$ cat config.mk
export PLATFORM = sky130hd
export DESIGN_NAME = match_run_counter
export DESIGN_NICKNAME = d
export VERILOG_FILES = /design/src/rtl/match_run_counter.sv
export SDC_FILE = /design/constraint.sdc
export NUM_CORES = 1
export LEC_CHECK = 0
export ABC_AREA = 1
export CAP_MARGIN = 30
export CORE_ASPECT_RATIO = 1.4
export CORE_MARGIN = 3
export CORE_UTILIZATION = 52
export CTS_BUF_LIST = sky130_fd_sc_hd__clkbuf_8
export DETAILED_ROUTE_END_ITERATION = 10
export PLACE_DENSITY = 0.88
export SYNTH_ARGS = -nofsm -noshare
export SYNTH_HDL_FRONTEND = slang
export SYNTH_SLANG_ARGS = --single-unit
$ cat constraint.sdc
create_clock -name clk -period 2.47 [get_ports clk]
set_input_delay 0.494 -clock clk [delete_from_list [all_inputs] [get_ports clk]]
set_output_delay 0.494 -clock clk [all_outputs]
set_load 0.01 [all_outputs]
$ cat src/rtl/match_run_counter.sv
// match_run_counter: counts detector matches, measures the current z-high run and tracks the longest run.
module match_run_counter #(
  parameter int COUNT_WIDTH = 8,
  parameter int RUN_WIDTH   = 4
) (
  input  logic                   clk,
  input  logic                   reset,
  input  logic                   z,
  input  logic                   clear,
  output logic [COUNT_WIDTH-1:0] match_count,
  output logic [RUN_WIDTH-1:0]   run_len,
  output logic [RUN_WIDTH-1:0]   max_run,
  output logic                   in_run,
  output logic                   match_pulse,
  output logic                   overflow
);
  typedef enum logic {IDLE, RUN} state_t;
  state_t                 state_q, state_d;
  logic [COUNT_WIDTH-1:0] match_count_q, match_count_d;
  logic [RUN_WIDTH-1:0]   run_len_q, run_len_d, max_run_q, max_run_d;
  logic                   match_pulse_q, match_pulse_d, overflow_q, overflow_d;
  logic                   start, cnt_sat;
  assign start   = (state_q == IDLE) && z;
  assign cnt_sat = &match_count_q;
  always_comb begin
    state_d       = z ? RUN : IDLE;
    match_count_d = (start && !cnt_sat) ? match_count_q + COUNT_WIDTH'(1) : match_count_q;
    run_len_d     = start ? RUN_WIDTH'(1)
                  : (state_q == RUN && z && !(&run_len_q)) ? run_len_q + RUN_WIDTH'(1)
                  : run_len_q;
    max_run_d     = (run_len_d > max_run_q) ? run_len_d : max_run_q;
    match_pulse_d = start;
    overflow_d    = overflow_q | (start && cnt_sat);
    if (clear) begin
      state_d       = IDLE;
      match_count_d = '0;
      run_len_d     = '0;
      max_run_d     = '0;
      match_pulse_d = 1'b0;
      overflow_d    = 1'b0;
    end
  end
  always_ff @(posedge clk or posedge reset) begin
    if (reset) begin
      state_q       <= IDLE;
      match_count_q <= '0;
      run_len_q     <= '0;
      max_run_q     <= '0;
      match_pulse_q <= 1'b0;
      overflow_q    <= 1'b0;
    end else begin
      state_q       <= state_d;
      match_count_q <= match_count_d;
      run_len_q     <= run_len_d;
      max_run_q     <= max_run_d;
      match_pulse_q <= match_pulse_d;
      overflow_q    <= overflow_d;
    end
  end
  assign match_count = match_count_q;
  assign run_len     = run_len_q;
  assign max_run     = max_run_q;
  assign in_run      = (state_q == RUN);
  assign match_pulse = match_pulse_q;
  assign overflow    = overflow_q;
endmodule

==> summary.txt <==
Outcome
  • Status: complete, no violations

GRT
  • Initial antenna violation count: 0
  • GRT Total Usage: 0.221
  • Vias in the first global route: 1072
  • Pin count of the biggest net entering global routing: 20
  • First-pass GRT wire length: 4390 µm
  • Overflow after GRT: 0

Detailed routing
  • Total Wirelength: between 2000 and 3000 µm
  • DRC: 0
  • DR iter-0 viols: 31
  • Via density: 5.43
  • Drt pass-1 iters: 4
  • Drt wl/cell: 13.8 µm
  • Antenna viol nets, final: 0
  • Routed vias: 1058

Worst setup path
  • Crit path max-delay family: simple AND/OR/NAND/NOR gates
  • Arr. time, crit path: around 2500 ps
  • Crit Path Max Fanout: 5
  • Crit path kind: input port to flip-flop
  • Cell Chain, Critical Path: clkdlybuf4s50_1 -> nand2_1 -> inv_1 -> nand2_2 -> o21ai_2 -> nor2_2 -> ha_1 -> nand2_1 -> nand2_1 -> nand2_1 -> nand2_1 -> nand2_1 -> nand2_1 -> nand3_1 -> nand2_1
  • Delay of the slowest critical-path stage: about 500 ps
  • Buf+Inv Stages, Crit Path: 2
  • Worst EP required: 2620 ps
  • Most frequent CP cell: nand2_1
  • Slowest CP cell: clkdlybuf4s50_1
  • CP startpoint kind: input port
  • CP Capture Type: flip-flop

Placement
  • RePlAce Congestion: about 0.88
  • Area post-placement: 1370 µm²
  • DP HPWL: approximately 2000 µm
  • Port Buffer Count: 22

Floorplan
  • Rows: 19
  • Die area: 2760 µm²
  • Die Width: 45.3 µm
  • Initial Utilization: 0.563
  • Core ar.: ~2000 µm²
  • Die height: 61.0 µm
  • # IOs: 23

Timing
  • Final hold violations: 0
  • Worst-Margin Slew: slightly below 700 ps
  • Rel. slew slack: 0.542
  • Final Setup Violations: 0
  • Post-layout minimum cycle time: 2310 ps
  • Slew Limit Fails: 0
  • Setup Skew: 2.98 ps
  • Fin crit share: 0.935
  • Maximum clock frequency: 433 MHz

Logic synthesis
  • Netlist cell types: 23
  • Number of synthesis warnings: 0
  • Seq/Total Area, Yosys: 0.423
  • Largest area contributor in the synthesized netlist: dfrtp_1
  • Syn avg cell area: 7.70 µm²
  • Largest cells by area after synthesis: dfrtp_1 (42%), nand2_1 (13%), inv_1 (8.0%), ha_1 (6.7%), nand4_1 (3.9%)
  • Synthesized cell area: 1120 µm²
  • Post-synthesis cell count: 146
  • #FFs+latches synth: 19
  • Post-synth top area share: 0.423
  • Synth Net Count: 156

Clock network
  • Num Clock Sinks: 19
  • H-tree Lvls: 1
  • Reg clk slew, reported paths: 70 ps
  • CTS tree: built
  • Root Buffer: clkbuf_8
  • Clock tree buffer depth: 2
  • Clock Latency Late Sink: 260 ps
  • CTS Buf Count: 3

Cells and area
  • Proportion of layout cells with a drive suffix above 1: 0.149
  • Finished Core Util: 0.729
  • Final #Nets: 185
  • Inserted Diodes: 0
  • Area Overhead vs Synth: 29.4%
  • Post-route cell area: 1460 µm²
  • # fillers: between 150 and 200

Pwr
  • P_leak: 0.739 nW
  • Largest vdd supply drop: 0.475 mV
  • Pwr Density: 465 nW/µm²

Hold path
  • Hold WC Path Type: flip-flop to flip-flop

Run
  • Max-Cap Viols: 0
[cell type report]
type	instances	area, µm²	area share
multi-input cells	98	554	0.381
clock buffers	3	41.3	0.0284
inverters	27	104	0.0714
flip-flops and latches	19	475	0.327
well taps	21	26.3	0.0181
repair buffers	26	250	0.172
clock inverters	1	3.75	0.00258
[flip-flops by register name, indices dropped and copies added, names as in the netlist]
name and count:
max_run 4, in_run 1, match_count 8, overflow 1, run_len 4, match_pulse 1
[layer usage]
metal  track usage  vias to the layer above  routed length, µm
li1              -                      516                  -
met1         0.235                      496               1060
met2         0.389                       37               1450
met3        0.0292                        9                 92
met4         0.167                        0                 87
met5             0                        -                  0
[stage by stage]
step	hold WS, ps	TNS (ps)	std cells	setup WS (ps)	power (W)
floorplan	445	0	146	462	0.000412
finish	499	0	195	161	0.000677
detailed placement	487	-611	190	-178	0.000459
CTS	504	0	194	87.7	0.000666
global placement	471	-171	190	-57.7	0.000452
global route	544	-29.7	195	-23.8	0.000715
[cells in the final DEF, fill, tap and decap left out, drive strengths merged]
master | synthesis | routed
nand4 | 7 | 7
nor2 | 16 | 16
inv | 27 | 28
nor3 | 2 | 2
buf | 2 | 4
nand3 | 7 | 7
a21oi | 5 | 5
xnor2 | 1 | 1
clkdlybuf4s50 | 0 | 22
clkbuf | 0 | 3
dfrtp | 19 | 19
o21ai | 11 | 11
nand2 | 42 | 42
ha | 6 | 6
o21bai | 1 | 1
[tightest hold or removal path, cell delays in order, from the launching register on]
cell and delay, ps:
dfrtp_1 340, nand2_1 50, o21ai_0 70
[logic make-up (layout without fill, tap and decap cells)]
logic type      after synthesis  after routing  synth area share
xor+xnor                      1              1           0.00779
buf+inv                      29             57             0.110
compound gates               17             17            0.0812
flops                        19             19             0.423
simple gates                 74             74             0.311
fa+ha+maj                     6              6            0.0667
[synthesized netlist by cell type (all sizes together)]
cell	instances
xnor2	1
nand4	7
inv	27
nand2	42
nand3	7
a21oi	5
ha	6
o21ai	11
o21bai	1
dfrtp	19
nor3	2
buf	2
nor2	16
[power by group]
part	internal (W)	total, W	switching [W]
sequential	0.000322	0.000334	0.0000118
combinational	0.0000540	0.000135	0.0000805
clock	0.000111	0.000208	0.0000979
[timing repair]
item | in CTS | in global routing
setup endpoints to repair | 0 | 4
gates resized for setup | 0 | 10
hold buffers | 0 | 0
setup buffers | 0 | 1
hold endpoints to repair | 0 | 0
[final timing paths]
kind,slack (ps),startpoint,end,cells past startpoint
min in group asynchronous,640,reset,match_count[6]$_DFFE_PP0P_,2
max,160,z,max_run[1]$_DFFE_PP0P_,15
min,500,overflow$_DFF_PP0_,overflow$_DFF_PP0_,2
max reg2reg,220,run_len[1]$_DFF_PP0_,max_run[1]$_DFFE_PP0P_,15
min reg2reg,500,overflow$_DFF_PP0_,overflow$_DFF_PP0_,2
max in group asynchronous,1400,reset,run_len[2]$_DFF_PP0_,2
Power figures use the tool's default switching activity.
==> variant, RTL diff (same flow settings) <==
`RUN_WIDTH`: 4 -> 6.
--- a/src/rtl/match_run_counter.sv
+++ b/src/rtl/match_run_counter.sv
@@ -2,5 +2,5 @@
 module match_run_counter #(
   parameter int COUNT_WIDTH = 8,
-  parameter int RUN_WIDTH   = 4
+  parameter int RUN_WIDTH   = 6
 ) (
   input  logic                   clk,
Interface: changed (resized max_run and run_len); port bits go from 23 to 27. The function was not compared with the original's and may differ.
==> variant against the unedited design <==
  * Non-clock buffer count up 25
  * Clock power rose by 11%
  * Final cell count rose by 42%
  * Cell area is 42% higher
  * Via count up 36%
  * Maximum frequency shrank 5.3%
  * Sequential cell count up 4
  * Utilization rose by 8.8 points
  * Setup slack worse by 0.13 ns
  * Power grew 21%
  * Synthesized area up 28%
  * Hold slack improved by 0.0068 ns
  * Routed wire length increased by 43%
  * Sequential share of layout area fell by 4.7 points
  * Largest power group unchanged
  * Highest routed layer unchanged
==> variant: results (changes against the unedited design) <==
syn-num-nets: 203  # +30%
cp_max_fo: 7  # +2
yosysSeqAreaShare_pct: 40.1  # -2.2 points
ys.flop_type: "dfrtp_1"
dpl.hpwl_um: 2460  # +24%
numCtsBuffers: 3  # unchanged
worst_pin_slew_ns: 0.414  # -0.273 ns
cts_root_buffer: "clkbuf_8"
skew_ns: 0.00117  # -0.00181 ns
cts_buffer_depth: 2  # unchanged
wl_um: 3840  # +43%
fill_cells: 152  # unchanged
grtUsageMet2_pct: 38.6  # -0.30 points
ys_async_sr_fraction_pct: 100  # unchanged
met3_usage_pct: 2.18  # -0.75 points
antenna_found_initial: 0  # unchanged
critPathTopFamily: "simple AND/OR/NAND/NOR gates"
firstDrtPassIters: 4  # unchanged
drive_gt1_share_pct: 28.4  # +13 points
nets: 256  # +38%
outcome: "finished clean"
peakVddDrop_mv: 0.465  # -2.1%
power.static_leakage_nw: 1.06  # +44%
insertion_delay_ns: 0.26  # about the same
placed_area_mm2: 0.00189  # +38%
cp_slowest_stage_delay_ns: 0.38  # -0.12 ns
antenna_cells: 0  # unchanged
cts.reportedPaths.clkPinSlew_ns: 0.08
drt_iter0_markers: 50  # +61%
use_met1_pct: 23.4  # -0.030 points
hold_path_startpoint: "overflow"
vias: 1444  # +36%
grt_max_degree: 24  # +20%
gp_congestion: 0.897  # +1.9%
numPortBuffers: 26  # +18%
grt_pass1_wl_um: 5450  # +24%
min_path_type: "reg -> reg"
yosys_warnings: 0  # unchanged
postRouteAntennaNets: 0  # unchanged
crit_slowest_cell: "dfrtp_1"
ys_top_cells_by_area: "dfrtp_1 40%, nand2_1 16%, inv_1 8.6%"
grtUsageTotal_pct: 20.7  # -1.4 points
crit_start: "run_len[1]"
grt_pass1_vias: 1339  # +25%
synth_top_cells_by_count: "61 x nand2_1, 33 x inv_1, 23 x dfrtp_1"
synth_cell_types: 24  # +4.3%
[variant: worst paths after layout]
kind                                        to  slack, ns  depth (start not counted)
worst max-delay path                max_run[2]       0.03                         17
worst min-delay path                  overflow       0.51                          1
worst max register to register      max_run[2]       0.03                         17
worst min register to register        overflow       0.51                          1
max in group asynchronous       match_count[6]       1.68                          3
min in group asynchronous           max_run[0]       0.56                          3
[variant: stage by stage]
step           hold slack [ns]  setup TNS (ns)  util (%)  std cells  worst slack [ns]
4_1_cts                  0.507               0      76.7        274            0.0512
5_1_grt                  0.546          -0.834      81.7        277            -0.179
3_5_place_dp             0.489           -1.13      74.9        270            -0.214
3_3_place_gp             0.481          -0.722      74.9        270            -0.128
6_report                 0.506               0      81.7        277            0.0332
2_1_floorplan            0.496               0         -        191             0.178
[variant: logic make-up after synthesis]
| kind of cell | count (synthesis) | synth area share (%) |
|---|---|---|
| buffers and inverters | 38 | 10.3 |
| xor gates and xnor gates | 5 | 3.05 |
| DFF | 23 | 40.1 |
| and+or+nand+nor | 106 | 35.0 |
| AOI/OAI and AO/OA | 11 | 4.53 |
| adders and majority gates | 8 | 6.97 |
[variant: where the power goes]
| group | internal [mW] | leakage (nW) | switching, mW |
|---|---|---|---|
| clock network | 0.111 | 0.0269 | 0.119 |
| registers | 0.387 | 0.316 | 0.0114 |
| logic | 0.0814 | 0.721 | 0.108 |
| total | 0.580 | 1.06 | 0.238 |
[variant: worst reg2reg max path, stage by stage (launching register included)]
cell	delay, ns
dfrtp_1	0.38
ha_2	0.20
nand2_2	0.07
nor2_4	0.18
a21oi_4	0.10
nand2_1	0.11
nand2_1	0.09
nand2_2	0.08
inv_2	0.05
ha_4	0.26
nand2_2	0.06
nor2_2	0.10
nand2_1	0.09
inv_2	0.08
nor2_4	0.04
nor2_4	0.20
nand4_1	0.17
nand2_1	0.12
[variant: timing repair]
| item | in CTS | in global routing |
|---|---|---|
| setup buffers | 0 | 4 |
| resized for setup | 0 | 30 |
| endpoints found under the setup margin | 0 | 6 |
[variant: routing by layer]
metal | vias to the layer above | share of wire [%]
met2 | 57 | 53
met1 | 673 | 38
met4 | 0 | 5.1
met3 | 19 | 4.3
li1 | 695 | -
met5 | - | 0
[variant: layout make-up]
cell class,count,area share [%]
tap,34,2.06
sequential,23,27.9
multi-input combinational,130,39.5
inverter,35,6.50
clock inverter,1,0.182
clock buffer,3,2.00
timing repair buffer,51,21.9
